$ cat src/rtl/sw_debounce.sv
// Two-flop synchroniser plus per-bit stability counter for raw board switches.
// Optional change strobes are built only when SW_DEBOUNCE_CHANGE_PULSE_EN is defined.
module sw_debounce #(
   parameter int NB_SW         = 4,
   parameter int NB_COUNTER    = 20,
   parameter int STABLE_CYCLES = 1000000
) (
   input  logic             clock,
   input  logic             i_reset,
   input  logic [NB_SW-1:0] i_sw,
   output logic [NB_SW-1:0] o_sw,
   output logic [NB_SW-1:0] o_sw_changed,
   output logic             o_any_changed
);

   localparam logic [NB_COUNTER-1:0] CNT_MAX = NB_COUNTER'(STABLE_CYCLES - 1);

   logic [NB_SW-1:0]      s1_q, s1_d;
   logic [NB_SW-1:0]      s2_q, s2_d;
   logic [NB_SW-1:0]      sw_q, sw_d;
   logic [NB_COUNTER-1:0] cnt_q [NB_SW];
   logic [NB_COUNTER-1:0] cnt_d [NB_SW];
`ifdef SW_DEBOUNCE_CHANGE_PULSE_EN
   logic [NB_SW-1:0]      chg_q, chg_d;
   logic                  any_q, any_d;
`endif

   always_comb begin
      s1_d = i_sw;
      s2_d = s1_q;
      sw_d = sw_q;
`ifdef SW_DEBOUNCE_CHANGE_PULSE_EN
      chg_d = '0;
`endif
      for (int i = 0; i < NB_SW; i++) begin
         cnt_d[i] = cnt_q[i];
         // Any return to the accepted level discards the partial count.
         if (s2_q[i] == sw_q[i]) begin
            cnt_d[i] = '0;
         end else if (cnt_q[i] == CNT_MAX) begin
            sw_d[i]  = s2_q[i];
            cnt_d[i] = '0;
`ifdef SW_DEBOUNCE_CHANGE_PULSE_EN
            chg_d[i] = 1'b1;
`endif
         end else begin
            cnt_d[i] = cnt_q[i] + NB_COUNTER'(1);
         end
      end
`ifdef SW_DEBOUNCE_CHANGE_PULSE_EN
      any_d = |chg_d;
`endif
   end

   always_ff @(posedge clock) begin
      if (i_reset) begin
         s1_q <= '0;
         s2_q <= '0;
         sw_q <= '0;
         for (int i = 0; i < NB_SW; i++) cnt_q[i] <= '0;
`ifdef SW_DEBOUNCE_CHANGE_PULSE_EN
         chg_q <= '0;
         any_q <= 1'b0;
`endif
      end else begin
         s1_q <= s1_d;
         s2_q <= s2_d;
         sw_q <= sw_d;
         for (int i = 0; i < NB_SW; i++) cnt_q[i] <= cnt_d[i];
`ifdef SW_DEBOUNCE_CHANGE_PULSE_EN
         chg_q <= chg_d;
         any_q <= any_d;
`endif
      end
   end

   assign o_sw = sw_q;
`ifdef SW_DEBOUNCE_CHANGE_PULSE_EN
   assign o_sw_changed  = chg_q;
   assign o_any_changed = any_q;
`else
   assign o_sw_changed  = '0;
   assign o_any_changed = 1'b0;
`endif

endmodule

$ cat config.mk
export PLATFORM = sky130hd
export DESIGN_NAME = sw_debounce
export DESIGN_NICKNAME = d
export VERILOG_FILES = /design/src/rtl/sw_debounce.sv
export SDC_FILE = /design/constraint.sdc
export NUM_CORES = 1
export LEC_CHECK = 0
export ABC_AREA = 1
export CAP_MARGIN = 0
export CORE_UTILIZATION = 60
export CTS_CLUSTER_DIAMETER = 40
export DETAILED_ROUTE_END_ITERATION = 6
export PLACE_DENSITY = 0.78
export SKIP_CTS_REPAIR_TIMING = 1
export SLEW_MARGIN = 20
export SYNTH_ARGS = -nofsm -noshare
export SYNTH_HDL_FRONTEND = slang
export SYNTH_SLANG_ARGS = --single-unit
$ cat constraint.sdc
create_clock -name clock -period 3.01 [get_ports clock]
set_input_delay 0.602 -clock clock [delete_from_list [all_inputs] [get_ports clock]]
set_output_delay 0.602 -clock clock [all_outputs]
set_load 0.005 [all_outputs]
# After elaboration in Yosys (flattened, before gate mapping)
# Memories as Yosys holds them, arrays and structs flattened.
# Cells that the tools add are included.
word_totals:
  reg_bits: 12
  latchBits: 0
  ramBits: 80
  romBits: 0
  inputBits: 6
  out_inout_bits: 9
  elab_cells: 46
  n_memories: 1
memory_table:
  columns: ["memory", "words", "word_bits", "read_ports", "rd_clocked_by_memory_dff", "write_ports", "line_no", "rtl"]
  rows:
  - ["cnt_q", 4, 20, 4, 0, 4, "21", "logic [NB_COUNTER-1:0] cnt_q [NB_SW];"]
op_classes:
  addsub: 4
  multipliers: 0
  n_div: 0
  n_lt_le_gt_ge: 0
  eq_ne: 8
  n_shift: 0
  muxes: 15
  n_bitwise: 8
  reduce_logical: 4
ops:
  columns: ["operator", "n"]
  rows:
  - ["20-bit 2-to-1 mux", 12]
  - ["20-bit by 1-bit adder with 20-bit output (second input constant)", 4]
  - ["20-bit equality test (second input constant)", 4]
  - ["2-bit AND reduction", 4]
  - ["1-bit equality test", 4]
  - ["1-bit NOT", 4]
  - ["1-bit OR", 4]
  - ["1-bit 2-to-1 mux", 3]

# Logic depth before layout (Yosys ltp)
# Gate-level depths: netlist (run 1).
# An unclocked memory read counts as a cell.
logic_depth:
  ltp_word: 5
  ltp_mapped: 9
  depth_no_buf: 9

# Worst setup path after synthesis (run 1)
# No wires, ideal clock.
synth_timing:
  kind: "input to register"
  startpoint: "in i_reset"
  endpoint: "mem cnt_q[0][17]"
  setup_time_ns: 0.112
  t_arrival_ns: 1.302
  required_time_ns: 2.898
  slack_ns: 1.596
  path_stages: 5
  path_buffers: 2
  path_cell_list: "clkbuf_1 nor2_1 nand2_2 buf_6 nor2_1"
synth_lines:
  columns: ["element", "line_no", "rtl"]
  rows:
  - ["start, declared", "9", "input logic i_reset,"]
  - ["end, declared", "21", null]

==> results of run 1 <==
[routing by layer]
| metal | vias up | track usage [%] | wire length, um |
|---|---|---|---|
| met2 | 85 | 41.7 | 4580 |
| met1 | 1917 | 30.0 | 4310 |
| met4 | 0 | 9.68 | 167 |
| met3 | 18 | 3.89 | 420 |
| li1 | 2145 | - | - |
| met5 | - | 0 | 0 |
[power by group through the flow]
stage          Combinational (mW)  Clock (mW)  Sequential, mW
2_1_floorplan              0.0291           0            1.25
3_3_place_gp               0.0318           0            1.25
3_5_place_dp               0.0330           0            1.26
4_1_cts                    0.0330       0.854            1.23
5_1_grt                    0.0370       0.913            1.23
6_report                   0.0327       0.845            1.23
[path summary, 6_finish.rpt]
kind	end	depth (start not counted)	start
worst max-delay path	cnt_q[3][2]	6	i_reset
worst min-delay path	s2_q[3]	2	s1_q[3]
worst max register to register	cnt_q[3][11]	8	cnt_q[3][0]
worst min register to register	s2_q[3]	2	s1_q[3]
[worst max-delay path, cell delays in order]
cell             delay [ns]
clkdlybuf4s50_1        0.63
inv_1                  0.24
o21ai_0                0.11
a21oi_1                0.15
nand2_2                0.26
nor3_1                 0.23
[cells by family after synthesis]
family                     after synthesis
other                                    1
AOI/OAI and AO/OA                       52
and+or+nand+nor                        416
adders and majority gates                4
xor gates and xnor gates                33
buffers and inverters                   86
DFF                                     92
[final cells by class]
cell class,count,area (um^2),area share [%]
Inverter,74,278,5.59
Clock buffer,10,128,2.57
Timing Repair Buffer,9,90.1,1.81
Multi-Input combinational cell,510,2430,49.0
Tap cell,99,124,2.49
Sequential cell,92,1840,37.1
Clock inverter,6,71.3,1.44
[cell usage after synthesis (all sizes together)]
| cell type | instances | share of area [%] |
|---|---|---|
| nor2 | 169 | 15 |
| nand2 | 168 | 14 |
| dfxtp | 92 | 40 |
| inv | 74 | 6.0 |
| nand3 | 47 | 5.4 |
| a21oi | 39 | 4.4 |
| xor2 | 19 | 3.6 |
| nand4 | 15 | 2.0 |
| xnor2 | 14 | 2.6 |
| buf | 11 | 2.3 |
| o21ai | 9 | 0.97 |
| or2 | 7 | 0.94 |
| nand3b | 6 | 0.97 |
| ha | 4 | 1.1 |
| nor3 | 3 | 0.43 |
| o21bai | 3 | 0.48 |
| and2 | 1 | 0.13 |
| clkbuf | 1 | 0.081 |
| conb | 1 | 0.081 |
| o221a | 1 | 0.24 |
[flip-flops by register name (all words and copies together), names as in the netlist]
name	flops
s1_q	4
cnt_q	80
o_sw	4
s2_q	4
[metrics by stage]
stage	utilization (%)	cells
after floorplan	-	688
after detailed placement	64.7	784
final	67.4	800
after CTS	67.4	800
after global routing	67.4	800
after global placement	64.7	784
==> qor.txt, run 1 <==
status: complete, no violations
width of the die: 90.0 um
port buffer count: 9
Compound-Gate Fraction of Synth Area: 6.14%
Final nets: 706
DRC: 0
crit-path max FO: 20
Avg Cell Area, Syn: 6.80 um^2
GR Overflow Total: 0
CP required: 3.29 ns
final hold violation count: 0
first-pass GRT wire length: 16200 um
Place WS: 0.674 ns
CP endpoint kind: register
root buffer cell: clkbuf_8
Ant. Diodes: 0
First-pass DRT Iterations: 5
vias per cell: 5.21
skew final: 0.0112 ns
largest family of logic cells by synthesized area: simple AND/OR/NAND/NOR gates
Synth Area in XOR/XNOR: 6.22%
area of the core: 0.00737 mm^2
CP startpoint kind: input port
clock transition at the registers of the reported paths: 0.10 ns
fin. max-slew vios: 0
Final GP Congestion: 0.888
WL per Instance: 11.9 um
Post-DRT Antenna Nets: 0
antenna violations before repair: 0
synth warn: 0
share of cells above drive strength 1: 6.56%
Area growth syn-to-layout: 6.86%
mux share of post-synthesis cell area: 0%
commonest non-fill, non-tap cell in the layout: nand2_1
CTS tree: yes
Leakage: 1.48 nW
Detailed Route WL: 9480 um
fin crit period: 1.94 ns
commonest cells after routing, fill and taps aside: nand2_1, nor2_1, dfxtp_1, inv_1, nand3_1
Gate power share: 1.6%
Chip Height: 90.0 um
share of power burned in registers: 58.3%
Max Fclk: 514 MHz
Yosys cell types: 30
reg-to-reg slack, setup: 1.24 ns
fin crit share: 64.6%
synthesized instance count: 684
Clk pwr share: 40.2%
die area: 0.00810 mm^2
VDD IR max: 220 uV
Clock Tree Buf Depth: 2
Post-Syn Area: 0.00465 mm^2
post-route cell area: 0.00497 mm^2
power per standard cell area: 424 mW/mm^2
#FFs+latches synth: 92
Fillers: 672
Vias: 4165
Hold WC Path Type: reg2reg
Final Setup Violations: 0
Min Hold Slack: 0.407 ns
GRT Util Overall: 24.2%
DR iter-0 viols: 201
Clock Latency Late Sink: 0.36 ns
setup ws final: 1.07 ns
simple-gate share of the synthesized area: 38.5%
internal power: 1.63 mW
RSZ-0062 raised after global routing: false
worst path arrival time: 2.22 ns
Synth Area in Adders: 1.08%
Sw Share: 22.7%
register area share after synthesis: 39.6%
I/O Pins: 15
CTS HTree Levels: 3
total negative slack: 0 ns
initial core utilization: 63.1%
vias in the first global route: 3792
NetSw: 0.478 mW
WS Path Type: in2reg
Design Power: 2.10 mW
CTS buffer count: 9
DPL Wire Length: 7070 um
Clock Sinks: 92
largest net degree at the start of global routing: 21
# Max-Cap Violations: 0
FP Rows: 31
DP Area: 0.00477 mm^2
Power figures use the tool's default switching activity.
==> run 2, diff against run 1 <==
- clock period: 3.01 -> 2 ns (I/O delays scaled with it)
==> qor.txt, run 2 (synthesis results as in run 1) <==
CP endpoint: cnt_q[1][11]
Top reg by flops: cnt_q
root buffer cell: clkbuf_8
worst r2r dst: cnt_q[1][11]
Area growth syn-to-layout: 7.73%
largest net degree at the start of global routing: 21
first-pass GRT wire length: 16000 um
total negative slack: 0 ns
CP endpoint kind: register
I/O Pins: 15
CP required: 2.23 ns
# Max-Cap Violations: 0
power per standard cell area: 656 mW/mm^2
Design Power: 3.28 mW
reg-to-reg slack, setup: 0.27 ns
crit-path max FO: 20
CP startpoint: cnt_q[1][0]
CTS HTree Levels: 3
clock transition at the registers of the reported paths: 0.09 ns
setup ws final: 0.265 ns
Clock Tree Buf Depth: 2
most used cell, CP: nand2_2
GRT Util Overall: 23.7%
commonest non-fill, non-tap cell in the layout: nand2_1
DRC: 0
multi-input logic area: 0.00243 mm^2
Final GP Congestion: 0.855
RSZ-0062 raised after global routing: false
CP startpoint kind: register
FP Rows: 31
fin util: 67.9%
commonest cells after routing, fill and taps aside: nand2_1, nor2_1, dfxtp_1, inv_1, nand3_1
Final nets: 708
reg2reg start: cnt_q[1][0]
WS Path Type: reg2reg
vias per cell: 5.07
worst path arrival time: 1.96 ns
Fillers: 656
fin crit period: 1.73 ns
Post-Layout Cell Count: 801
initial core utilization: 63.1%
worst path cell trace: ha_1 > nand2_2 > nor2_4 > inv_2 > nor2_2 > nand2_1 > nand2_2 > nor2_1
CP max stage cell: dfxtp_1
DR iter-0 viols: 140
Vias: 4063
Detailed Route WL: 9060 um
Leakage: 1.51 nW
hold path cells: 2
skew final: 0.0106 ns
Place WS: 0.122 ns
DPL Wire Length: 6730 um
FF+latch area: 0.00184 mm^2
Largest register FFs: 80
share of cells above drive strength 1: 6.84%
die area: 0.00810 mm^2
R2R depth: 8
Max Fclk: 577 MHz
WL per Instance: 11.3 um
fin. max-slew vios: 0
Post-DRT Antenna Nets: 0
VDD IR max: 337 uV
vias in the first global route: 3754
CTS buffer count: 9
Largest stage delay, worst path: 0.40 ns
status: complete, no violations
Hold WC Path Type: reg2reg
Chip Height: 90.0 um
cell total after placement: 786
Ant. Diodes: 0
Final Setup Violations: 0
Clock Sinks: 92
final hold violation count: 0
Clock Latency Late Sink: 0.35 ns
area of the core: 0.00737 mm^2
fin crit share: 86.7%
width of the die: 90.0 um
GR Overflow Total: 0
antenna violations before repair: 0
First-pass DRT Iterations: 5
port buffer count: 9
CTS tree: yes
## run 2: metrics by stage
stage | instance area, um^2 | hold slack (ns)
finish | 5010 | 0.409
global route | 5010 | 0.424
CTS | 5010 | 0.412
detailed placement | 4780 | 0.401
global placement | 4780 | 0.396
floorplan | 4660 | 0.388
## run 2: layout make-up
cell class	instances	share of cell area, %
clock inverters	4	1.45
inverters	74	5.55
clock buffers	11	3.02
flip-flops and latches	92	36.8
multi-input cells	510	48.6
repair buffers	11	2.10
well taps	99	2.47
## run 2: report_power, final
group	total, mW	internal [mW]	switching [mW]	leakage (nW)
Clock	1.39	0.764	0.622	0.111
Sequential	1.85	1.84	0.00595	0.743
Combinational	0.0510	0.0203	0.0308	0.655
## run 2: how the worst min path moves through the flow
| stage | to | start | slack (ns) |
|---|---|---|---|
| finish | s2_q[1] | s1_q[1] | 0.41 |
| global route | s2_q[1] | s1_q[1] | 0.42 |
| CTS | s2_q[1] | s1_q[1] | 0.41 |
| detailed placement | s2_q[1] | s1_q[1] | 0.40 |
| global placement | s2_q[0] | s1_q[0] | 0.40 |
| floorplan | s2_q[0] | s1_q[0] | 0.39 |
## run 2: metal layers
layer	routed length [um]	part of all wire, %	vias to the layer above	GRT usage [%]
li1	-	-	2148	-
met1	4420	49	1839	29.9
met2	4310	48	64	41.1
met3	247	2.7	12	3.55
met4	84	0.93	0	8.47
met5	0	0	-	0
## run 2: worst max-delay path, delay by kind of cell (launching register included)
family	cells	cell delay (ns)
adder cells (fa/ha/maj)	1	0.22
buffers and inverters	1	0.06
AND/OR/NAND/NOR	6	0.93
flip-flops	1	0.40
